## src/rtl/muldiv_unit.sv

```systemverilog
// Iterative multiply/divide unit: shift-add multiply or restoring divide over Dbits cycles, HI/LO result.
// Define MULDIV_DIV_EN to build the divide datapath; without it divide ops complete at once with zero results.
module muldiv_unit #(
    parameter int Dbits = 32
) (
    input  logic             clock,
    input  logic             reset_n,
    input  logic             start,
    input  logic [1:0]       op,
    input  logic [Dbits-1:0] A,
    input  logic [Dbits-1:0] B,
    output logic             busy,
    output logic             done,
    output logic [Dbits-1:0] hi,
    output logic [Dbits-1:0] lo,
    output logic             dbz
);

    localparam int CW = $clog2(Dbits) + 1;

    if ((Dbits < 4) || ((Dbits % 2) != 0)) begin : g_bad_dbits
        $error("muldiv_unit: Dbits must be even and at least 4");
    end

    typedef enum logic [1:0] {
        S_IDLE,
        S_RUN,
        S_FIX,
        S_DONE
    } state_t;

    state_t             state_q, state_d;
    logic [CW-1:0]      cnt_q, cnt_d;
    logic [2*Dbits-1:0] acc_q, acc_d;
    logic [Dbits-1:0]   opnd_q, opnd_d;
    logic               sp_q, sp_d;
    logic [Dbits-1:0]   hi_q, hi_d;
    logic [Dbits-1:0]   lo_q, lo_d;
    logic               dbz_q, dbz_d;
    logic               busy_q, done_q;

    logic               a_neg, b_neg;
    logic [Dbits-1:0]   a_mag, b_mag;
    logic [Dbits:0]     sum;
`ifdef MULDIV_DIV_EN
    logic               div_q, div_d;
    logic               sr_q, sr_d;
    logic [Dbits:0]     shifted, trial;
`endif

    assign a_neg = op[0] & A[Dbits-1];
    assign b_neg = op[0] & B[Dbits-1];
    assign a_mag = a_neg ? -A : A;
    assign b_mag = b_neg ? -B : B;

    always_comb begin
        state_d = state_q;
        cnt_d   = cnt_q;
        acc_d   = acc_q;
        opnd_d  = opnd_q;
        sp_d    = sp_q;
        hi_d    = hi_q;
        lo_d    = lo_q;
        dbz_d   = dbz_q;
        sum     = '0;
`ifdef MULDIV_DIV_EN
        div_d   = div_q;
        sr_d    = sr_q;
        shifted = '0;
        trial   = '0;
`endif
        case (state_q)
            S_IDLE: begin
                if (start) begin
                    cnt_d = '0;
                    sp_d  = a_neg ^ b_neg;
                    if (op[1]) begin
`ifdef MULDIV_DIV_EN
                        div_d  = 1'b1;
                        sr_d   = a_neg;
                        acc_d  = {{Dbits{1'b0}}, a_mag};
                        opnd_d = b_mag;
                        if (B == '0) begin
                            state_d = S_DONE;
                            hi_d    = A;
                            lo_d    = '1;
                            dbz_d   = 1'b1;
                        end else begin
                            state_d = S_RUN;
                        end
`else
                        state_d = S_DONE;
                        hi_d    = '0;
                        lo_d    = '0;
                        dbz_d   = 1'b0;
`endif
                    end else begin
`ifdef MULDIV_DIV_EN
                        div_d = 1'b0;
                        sr_d  = 1'b0;
`endif
                        // multiplier sits in the low half and is consumed LSB first
                        acc_d   = {{Dbits{1'b0}}, b_mag};
                        opnd_d  = a_mag;
                        state_d = S_RUN;
                    end
                end
            end
            S_RUN: begin
                cnt_d = cnt_q + CW'(1);
`ifdef MULDIV_DIV_EN
                if (div_q) begin
                    shifted = acc_q[2*Dbits-1:Dbits-1];
                    trial   = shifted - {1'b0, opnd_q};
                    if (!trial[Dbits]) begin
                        acc_d = {trial[Dbits-1:0], acc_q[Dbits-2:0], 1'b1};
                    end else begin
                        acc_d = {shifted[Dbits-1:0], acc_q[Dbits-2:0], 1'b0};
                    end
                end else begin
                    sum   = {1'b0, acc_q[2*Dbits-1:Dbits]}
                          + (acc_q[0] ? {1'b0, opnd_q} : {(Dbits+1){1'b0}});
                    acc_d = {sum, acc_q[Dbits-1:1]};
                end
`else
                sum   = {1'b0, acc_q[2*Dbits-1:Dbits]}
                      + (acc_q[0] ? {1'b0, opnd_q} : {(Dbits+1){1'b0}});
                acc_d = {sum, acc_q[Dbits-1:1]};
`endif
                if (cnt_q == CW'(Dbits - 1)) begin
                    state_d = S_FIX;
                end
            end
            S_FIX: begin
`ifdef MULDIV_DIV_EN
                if (div_q) begin
                    lo_d = sp_q ? -acc_q[Dbits-1:0] : acc_q[Dbits-1:0];
                    hi_d = sr_q ? -acc_q[2*Dbits-1:Dbits] : acc_q[2*Dbits-1:Dbits];
                end else begin
                    {hi_d, lo_d} = sp_q ? -acc_q : acc_q;
                end
`else
                {hi_d, lo_d} = sp_q ? -acc_q : acc_q;
`endif
                dbz_d   = 1'b0;
                state_d = S_DONE;
            end
            S_DONE: begin
                state_d = S_IDLE;
            end
            default: begin
                state_d = S_IDLE;
            end
        endcase
    end

    always_ff @(posedge clock) begin
        if (!reset_n) begin
            state_q <= S_IDLE;
            cnt_q   <= '0;
            acc_q   <= '0;
            opnd_q  <= '0;
            sp_q    <= 1'b0;
            hi_q    <= '0;
            lo_q    <= '0;
            dbz_q   <= 1'b0;
            busy_q  <= 1'b0;
            done_q  <= 1'b0;
`ifdef MULDIV_DIV_EN
            div_q   <= 1'b0;
            sr_q    <= 1'b0;
`endif
        end else begin
            state_q <= state_d;
            cnt_q   <= cnt_d;
            acc_q   <= acc_d;
            opnd_q  <= opnd_d;
            sp_q    <= sp_d;
            hi_q    <= hi_d;
            lo_q    <= lo_d;
            dbz_q   <= dbz_d;
            busy_q  <= (state_d != S_IDLE);
            done_q  <= (state_d == S_DONE);
`ifdef MULDIV_DIV_EN
            div_q   <= div_d;
            sr_q    <= sr_d;
`endif
        end
    end

    assign busy = busy_q;
    assign done = done_q;
    assign hi   = hi_q;
    assign lo   = lo_q;
    assign dbz  = dbz_q;

endmodule

```

## config.mk

```make
export PLATFORM = sky130hd
export DESIGN_NAME = muldiv_unit
export DESIGN_NICKNAME = d
export VERILOG_FILES = /design/src/rtl/muldiv_unit.sv
export SDC_FILE = /design/constraint.sdc
export NUM_CORES = 1
export LEC_CHECK = 0
export CORE_MARGIN = 2
export CORE_UTILIZATION = 56
export CTS_CLUSTER_SIZE = 10
export DETAILED_ROUTE_END_ITERATION = 8
export PLACE_DENSITY = 0.81
export SLEW_MARGIN = 5
export SYNTH_ARGS = -nofsm -noshare
export SYNTH_HDL_FRONTEND = slang
export SYNTH_SLANG_ARGS = --single-unit
```

## constraint.sdc

```tcl
create_clock -name clock -period 3.28 [get_ports clock]
set_clock_uncertainty 0.2 [all_clocks]
set_input_delay 0.328 -clock clock [delete_from_list [all_inputs] [get_ports clock]]
set_output_delay 0.328 -clock clock [all_outputs]
set_load 0.01 [all_outputs]
```

Word level (Yosys, flattened, before mapping)

Cells that the tools add are included.

Add/subtract/negate cells: 5
Equal/unequal tests: 8
Multiplexer cells: 20
Bitwise logic cells: 4
Reduce and logical (&&, ||, !) cells: 9

Operators with widths:

| kind                                           | number |
|---|---|
| two-way mux 64 bit                             | 3 |
| two-way mux 32 bit                             | 5 |
| one-hot mux 32 bit (2 select lines)            | 2 |
| one-hot mux 64 bit (2 select lines)            | 1 |
| negation 32 bit                                | 2 |
| negation 64 bit                                | 1 |
| adder 32 x 32 -> 33 bit                        | 1 |
| one-hot mux 6 bit (2 select lines)             | 1 |
| AND reduction 3 bit                            | 3 |
| one-hot mux 2 bit (4 select lines)             | 1 |
| adder 6 x 1 -> 6 bit (second input constant)   | 1 |
| == test 2 bit (second input constant)          | 3 |
| == test 6 x 5 -> 1 bit (second input constant) | 1 |
| two-way mux 2 bit                              | 3 |
| two-way mux 6 bit                              | 1 |
| inequality test 2 bit (second input constant)  | 3 |
| nonzero test 2 bit                             | 3 |
| AND reduction 2 bit                            | 2 |
| bitwise AND 1 bit                              | 2 |
| == test 2 x 1 -> 1 bit (second input constant) | 1 |
| zero test 2 bit                                | 1 |
| two-way mux 1 bit                              | 2 |
| one-hot mux 1 bit (2 select lines)             | 1 |
| NOT 1 bit                                      | 1 |
| bitwise XOR 1 bit                              | 1 |

Register bits: 172
Input port bits: 69
Output and inout port bits: 67
Word-level logic and storage cells: 56

Depth between registers and ports, before layout

Word-level depth: 5
Gate-level depth with buffers: 13

Worst setup path before layout

OpenSTA, ideal clock, no wires.

Path type: reg-to-reg
Start: reg acc_q[0]
End: reg acc_q[57]
Library setup time: 120 ps
Arrival time: 2708 ps
Slack: 252 ps
Cell stages (with the launch flop): 14
Path buffers: 2
Clock period less this slack: 3028 ps
Path through: dfxtp_1 -> clkbuf_1 -> clkbuf_1 -> and2_1 -> ha_1 -> inv_1 -> fa_1 -> nor2b_1 -> o21bai_1 -> a21o_1 -> a21oi_1 -> o211ai_1 -> and2_1 -> a211o_1

Longest elaborated chain between the ends: 3

Ends and longest elaborated chain:

| element                             | line | text |
|---|---|---|
| start, declared                     | 34   | `logic [2*Dbits-1:0] acc_q, acc_d;` |
| start signal, assigned              | 161  | `acc_q <= '0;` |
| start signal, assigned              | 176  | `acc_q <= acc_d;` |
| two-way mux 32 bit                  | 127  | `+ (acc_q[0] ? {1'b0, opnd_q} : {(Dbits+1){1'b0}});` |
| adder 32 x 32 -> 33 bit             | 127  |  |
| one-hot mux 64 bit (2 select lines) | 72   | `case (state_q)` |

Every way passes these cells.
A chain may end at the register's enable or synchronous reset.

Worst setup path after layout

Start: reg acc_q[10]
End: reg lo_q[31], in the netlist lo[31]

Longest elaborated chain between the ends: 3

Ends and longest elaborated chain:

| element                             | line | text |
|---|---|---|
| negation 64 bit                     | 143  | `{hi_d, lo_d} = sp_q ? -acc_q : acc_q;` |
| two-way mux 64 bit                  | 143  |  |
| one-hot mux 32 bit (2 select lines) | 72   |  |
| end signal, assigned                | 180  | `lo_q <= lo_d;` |
| end, declared                       | 38   | `logic [Dbits-1:0] lo_q, lo_d;` |

Every way passes these cells.

==> metrics.txt <==
# TYPE chip_impl_metric gauge
chip_impl_info{name="run_status",value="finished, final reports clean"} 1
chip_impl_metric{name="core.rowCount",unit=""} 50
chip_impl_metric{name="drive_above_1_share",unit=""} 0.103
chip_impl_metric{name="floorplan.initialDensity",unit=""} 0.567
chip_impl_metric{name="number_of_antenna_violations_at_the_first_check_in_global_routing",unit=""} 0
chip_impl_info{name="timing.setup.critical_path_class",value="register to register"} 1
chip_impl_metric{name="timing.max_slew.rel_slack",unit=""} 0.494
chip_impl_metric{name="floorplan.core_area",unit="sq mm"} 0.0185
chip_impl_metric{name="fin_util",unit=""} 0.711
chip_impl_metric{name="cts-root-to-sink-buffers",unit=""} 2
chip_impl_metric{name="gr-total-overflow",unit=""} 0
chip_impl_metric{name="yosysTopAreaCellShare",unit=""} 0.326
chip_impl_metric{name="dieWidth",unit="microns"} 141
chip_impl_metric{name="standby_leakage_power",unit="nW"} 5.10
chip_impl_metric{name="count_of_final_hold_check_violations",unit=""} 0
chip_impl_metric{name="num-fill-cells",unit=""} 1516
chip_impl_metric{name="multi_input_area",unit="sq mm"} 0.00669
chip_impl_metric{name="ir_drop",unit="uV"} 344
chip_impl_metric{name="nNetsFinal",unit=""} 1621
chip_impl_metric{name="seq_area",unit="sq mm"} 0.00342
chip_impl_metric{name="timing.max_cap.violations",unit=""} 0
chip_impl_metric{name="finalCritPeriodShare",unit=""} 0.949
chip_impl_info{name="cpLargestDelayFamily",value="simple AND/OR/NAND/NOR gates"} 1
chip_impl_metric{name="hold-worst-slack",unit="ns"} 0.248
chip_impl_info{name="crit_path_cell_trace",value="or4_1, or3_1, or3_1, or2_1, o41ai_1, xor2_1, o21ai_1"} 1
chip_impl_metric{name="grt_max_degree",unit=""} 93
chip_impl_metric{name="required",unit="ns"} 3.39
chip_impl_metric{name="flow.area_growth_from_synthesis",unit="%"} 25.4
chip_impl_metric{name="detail_route.vias_per_cell",unit=""} 5.91
chip_impl_info{name="synthFlopType",value="sky130_fd_sc_hd__dfxtp_1"} 1
chip_impl_metric{name="post_synthesis_cell_area",unit="sq mm"} 0.0105
chip_impl_metric{name="mapped_nets",unit=""} 1450
chip_impl_metric{name="synth-seq-area-share",unit=""} 0.326
chip_impl_metric{name="grt_pass1_vias",unit=""} 9323
chip_impl_metric{name="boundaryPins",unit=""} 136
chip_impl_info{name="cp-start-kind",value="register"} 1
chip_impl_metric{name="fin_area",unit="sq mm"} 0.0132
chip_impl_metric{name="dpl.hpwl",unit="mm"} 22.0
chip_impl_metric{name="max_clock_freq",unit="MHz"} 321
chip_impl_metric{name="starting_drc_count_in_detailed_routing",unit=""} 913
chip_impl_info{name="ys_top_cells_by_area",value="sky130_fd_sc_hd__dfxtp_1 (33%), sky130_fd_sc_hd__xor2_1 (6.2%), sky130_fd_sc_hd__nand2_1 (5.2%), sky130_fd_sc_hd__o21ai_0 (5.0%), sky130_fd_sc_hd__xnor2_1 (5.0%)"} 1
chip_impl_metric{name="grt.total_usage",unit=""} 0.290
chip_impl_metric{name="routed-via-count",unit=""} 10420
chip_impl_metric{name="final_antenna_net_count",unit=""} 0
chip_impl_info{name="cp_common_cell",value="sky130_fd_sc_hd__or3_1"} 1
chip_impl_metric{name="synth_edf_count",unit=""} 0
chip_impl_metric{name="io_buffer_count",unit=""} 134
chip_impl_metric{name="setup_viol_count_final",unit=""} 0
chip_impl_metric{name="final.setup.worst_slack",unit="ns"} 0.167
chip_impl_metric{name="clk_latency",unit="ns"} 0.43
chip_impl_metric{name="clk_pin_slew",unit="ns"} 0.07
chip_impl_info{name="min-delay-path-class",value="register to register"} 1
chip_impl_metric{name="min_period",unit="ns"} 3.11
chip_impl_metric{name="drc_errors",unit=""} 0
chip_impl_metric{name="die_area",unit="sq mm"} 0.0199
chip_impl_metric{name="crit_buf_inv",unit=""} 0
chip_impl_metric{name="yosys.cell_types.count",unit=""} 66
chip_impl_info{name="timing.critical_path.to_type",value="register"} 1
chip_impl_info{name="post_synth_most_frequent_cells",value="sky130_fd_sc_hd__dfxtp_1 (171), sky130_fd_sc_hd__nand2_1 (146), sky130_fd_sc_hd__nor2_1 (123), sky130_fd_sc_hd__o21ai_0 (105), sky130_fd_sc_hd__a21oi_1 (91)"} 1
chip_impl_metric{name="gp_routability_congestion",unit=""} 0.935
chip_impl_info{name="rsz0062_at_grt",value="no"} 1
chip_impl_metric{name="crit_path_max_incr_delay",unit="ns"} 0.57
chip_impl_metric{name="firstDrtPassIters",unit=""} 5
chip_impl_info{name="standard_cell_with_the_maximum_stage_delay_on_the_critical_path",value="sky130_fd_sc_hd__or4_1"} 1
chip_impl_metric{name="dpl-instance-area",unit="sq mm"} 0.0126
chip_impl_metric{name="crit_path_max_fanout",unit=""} 6
chip_impl_metric{name="slew_viol_final",unit=""} 0
chip_impl_metric{name="global_route_wire_length_before_repair",unit="mm"} 46.8
chip_impl_metric{name="synth-warning-count",unit=""} 0
chip_impl_metric{name="worstPathArrival",unit="ns"} 3.22
chip_impl_metric{name="worst-slew-pin-transition",unit="ns"} 0.759
chip_impl_metric{name="syn-mean-instance-area",unit="sq um"} 7.81
chip_impl_metric{name="yosys_register_bits",unit=""} 171
chip_impl_metric{name="cts_inserted_buffers",unit=""} 17
chip_impl_metric{name="htree_levels",unit=""} 4
chip_impl_metric{name="detailedPlace.worstSlack",unit="ns"} -0.108
chip_impl_metric{name="wirelength",unit="mm"} 28.9
chip_impl_info{name="tritoncts_clock_tree",value="built"} 1
chip_impl_metric{name="cts-hold-fix-buffers",unit=""} 0
chip_impl_info{name="synth.most_common_cell",value="sky130_fd_sc_hd__dfxtp_1"} 1
chip_impl_info{name="cts_root_cell",value="sky130_fd_sc_hd__clkbuf_16"} 1
chip_impl_metric{name="async_reset_ff_frac",unit=""} 0
chip_impl_metric{name="antennaDiodeCount",unit=""} 0
chip_impl_metric{name="p_per_area",unit="mW/mm^2"} 380
chip_impl_metric{name="die-height",unit="microns"} 141
chip_impl_metric{name="cts.sink_count",unit=""} 171
chip_impl_metric{name="netlist_instances",unit=""} 1344
chip_impl_metric{name="post_drt_wl_per_cell",unit="microns"} 16.4
chip_impl_info{name="synthDominantAreaCellType",value="sky130_fd_sc_hd__dfxtp_1"} 1
metrics by stage:
step,setup TNS (ns),cells,power (mW)
4_1_cts,0,1762,4.99
5_1_grt,0,1762,5.20
3_5_place_dp,-0.230,1730,3.09
3_3_place_gp,-0.124,1730,3.06
2_1_floorplan,0,1344,2.76
6_report,0,1762,5.00
power breakdown:
group	leakage, nW	total [mW]	switching, mW	internal, mW
logic	3.44	0.857	0.503	0.354
clock network	0.268	1.94	0.921	1.02
registers	1.39	2.20	0.0637	2.14
total	5.10	5.00	1.49	3.52
per-layer routing:
metal  wire (microns)  global-route usage  vias up
li1                 -                   -     5185
met1            14000               0.443     4790
met2            12300               0.428      428
met3             2390              0.0510       17
met4              261              0.0579        0
met5                0                   0        -
layout make-up:
| type | count | area share |
|---|---|---|
| Sequential cell | 171 | 0.260 |
| Timing Repair Buffer | 234 | 0.160 |
| Inverter | 23 | 0.00656 |
| Tap cell | 234 | 0.0222 |
| Multi-Input combinational cell | 1068 | 0.508 |
| Clock buffer | 18 | 0.0334 |
| Clock inverter | 14 | 0.00969 |
sequential cells by signal (all words and copies together), names as in the netlist:
signal,count
acc_q,64
hi,32
lo,32
opnd_q,32
cnt_q,6
state_q,2
busy,1
done,1
sp_q,1
final timing paths:
| path | startpoint | end | slack, ns | cells after the start |
|---|---|---|---|---|
| worst min register to register | lo[29] | lo[29] | 0.25 | 2 |
| worst max-delay path | acc_q[10] | lo[31] | 0.17 | 7 |
| worst max register to register | acc_q[10] | lo[31] | 0.17 | 7 |
| worst min-delay path | lo[29] | lo[29] | 0.25 | 2 |
placed cells by master (no fill, tap or decap), types with 36 or more instances in the layout:
| cell | count |
|---|---|
| sky130_fd_sc_hd__a21oi_1 | 91 |
| sky130_fd_sc_hd__a22oi_1 | 43 |
| sky130_fd_sc_hd__and2_1 | 43 |
| sky130_fd_sc_hd__buf_4 | 99 |
| sky130_fd_sc_hd__clkdlybuf4s50_1 | 134 |
| sky130_fd_sc_hd__dfxtp_1 | 170 |
| sky130_fd_sc_hd__ha_1 | 36 |
| sky130_fd_sc_hd__nand2_1 | 146 |
| sky130_fd_sc_hd__nand3_1 | 36 |
| sky130_fd_sc_hd__nor2_1 | 122 |
| sky130_fd_sc_hd__o21ai_0 | 105 |
| sky130_fd_sc_hd__xnor2_1 | 60 |
| sky130_fd_sc_hd__xor2_1 | 74 |
worst register-to-register path: cells and delay by family (launching register included):
family / cells / cell delay [ns]
xor gates and xnor gates: 1 / 0.27
DFF: 1 / 0.37
and+or+nand+nor: 4 / 1.76
AOI/OAI and AO/OA: 2 / 0.39
logic make-up (layout without fill, tap and decap cells):
logic type      after synthesis  count (layout)  share of synthesized area
simple gates                483             483                      0.225
compound gates              408             408                      0.247
flops                       171             171                      0.326
xor+xnor                    134             134                      0.112
buf+inv                     105             289                     0.0402
fa+ha+maj                    37              37                     0.0448
mux                           5               5                    0.00489
other cells                   1               1                   0.000357
repair_timing:
item	in CTS	in global routing
setup endpoints to repair	0	7
resized for setup	0	5
setup buffers	0	0
Power figures use the tool's default switching activity.
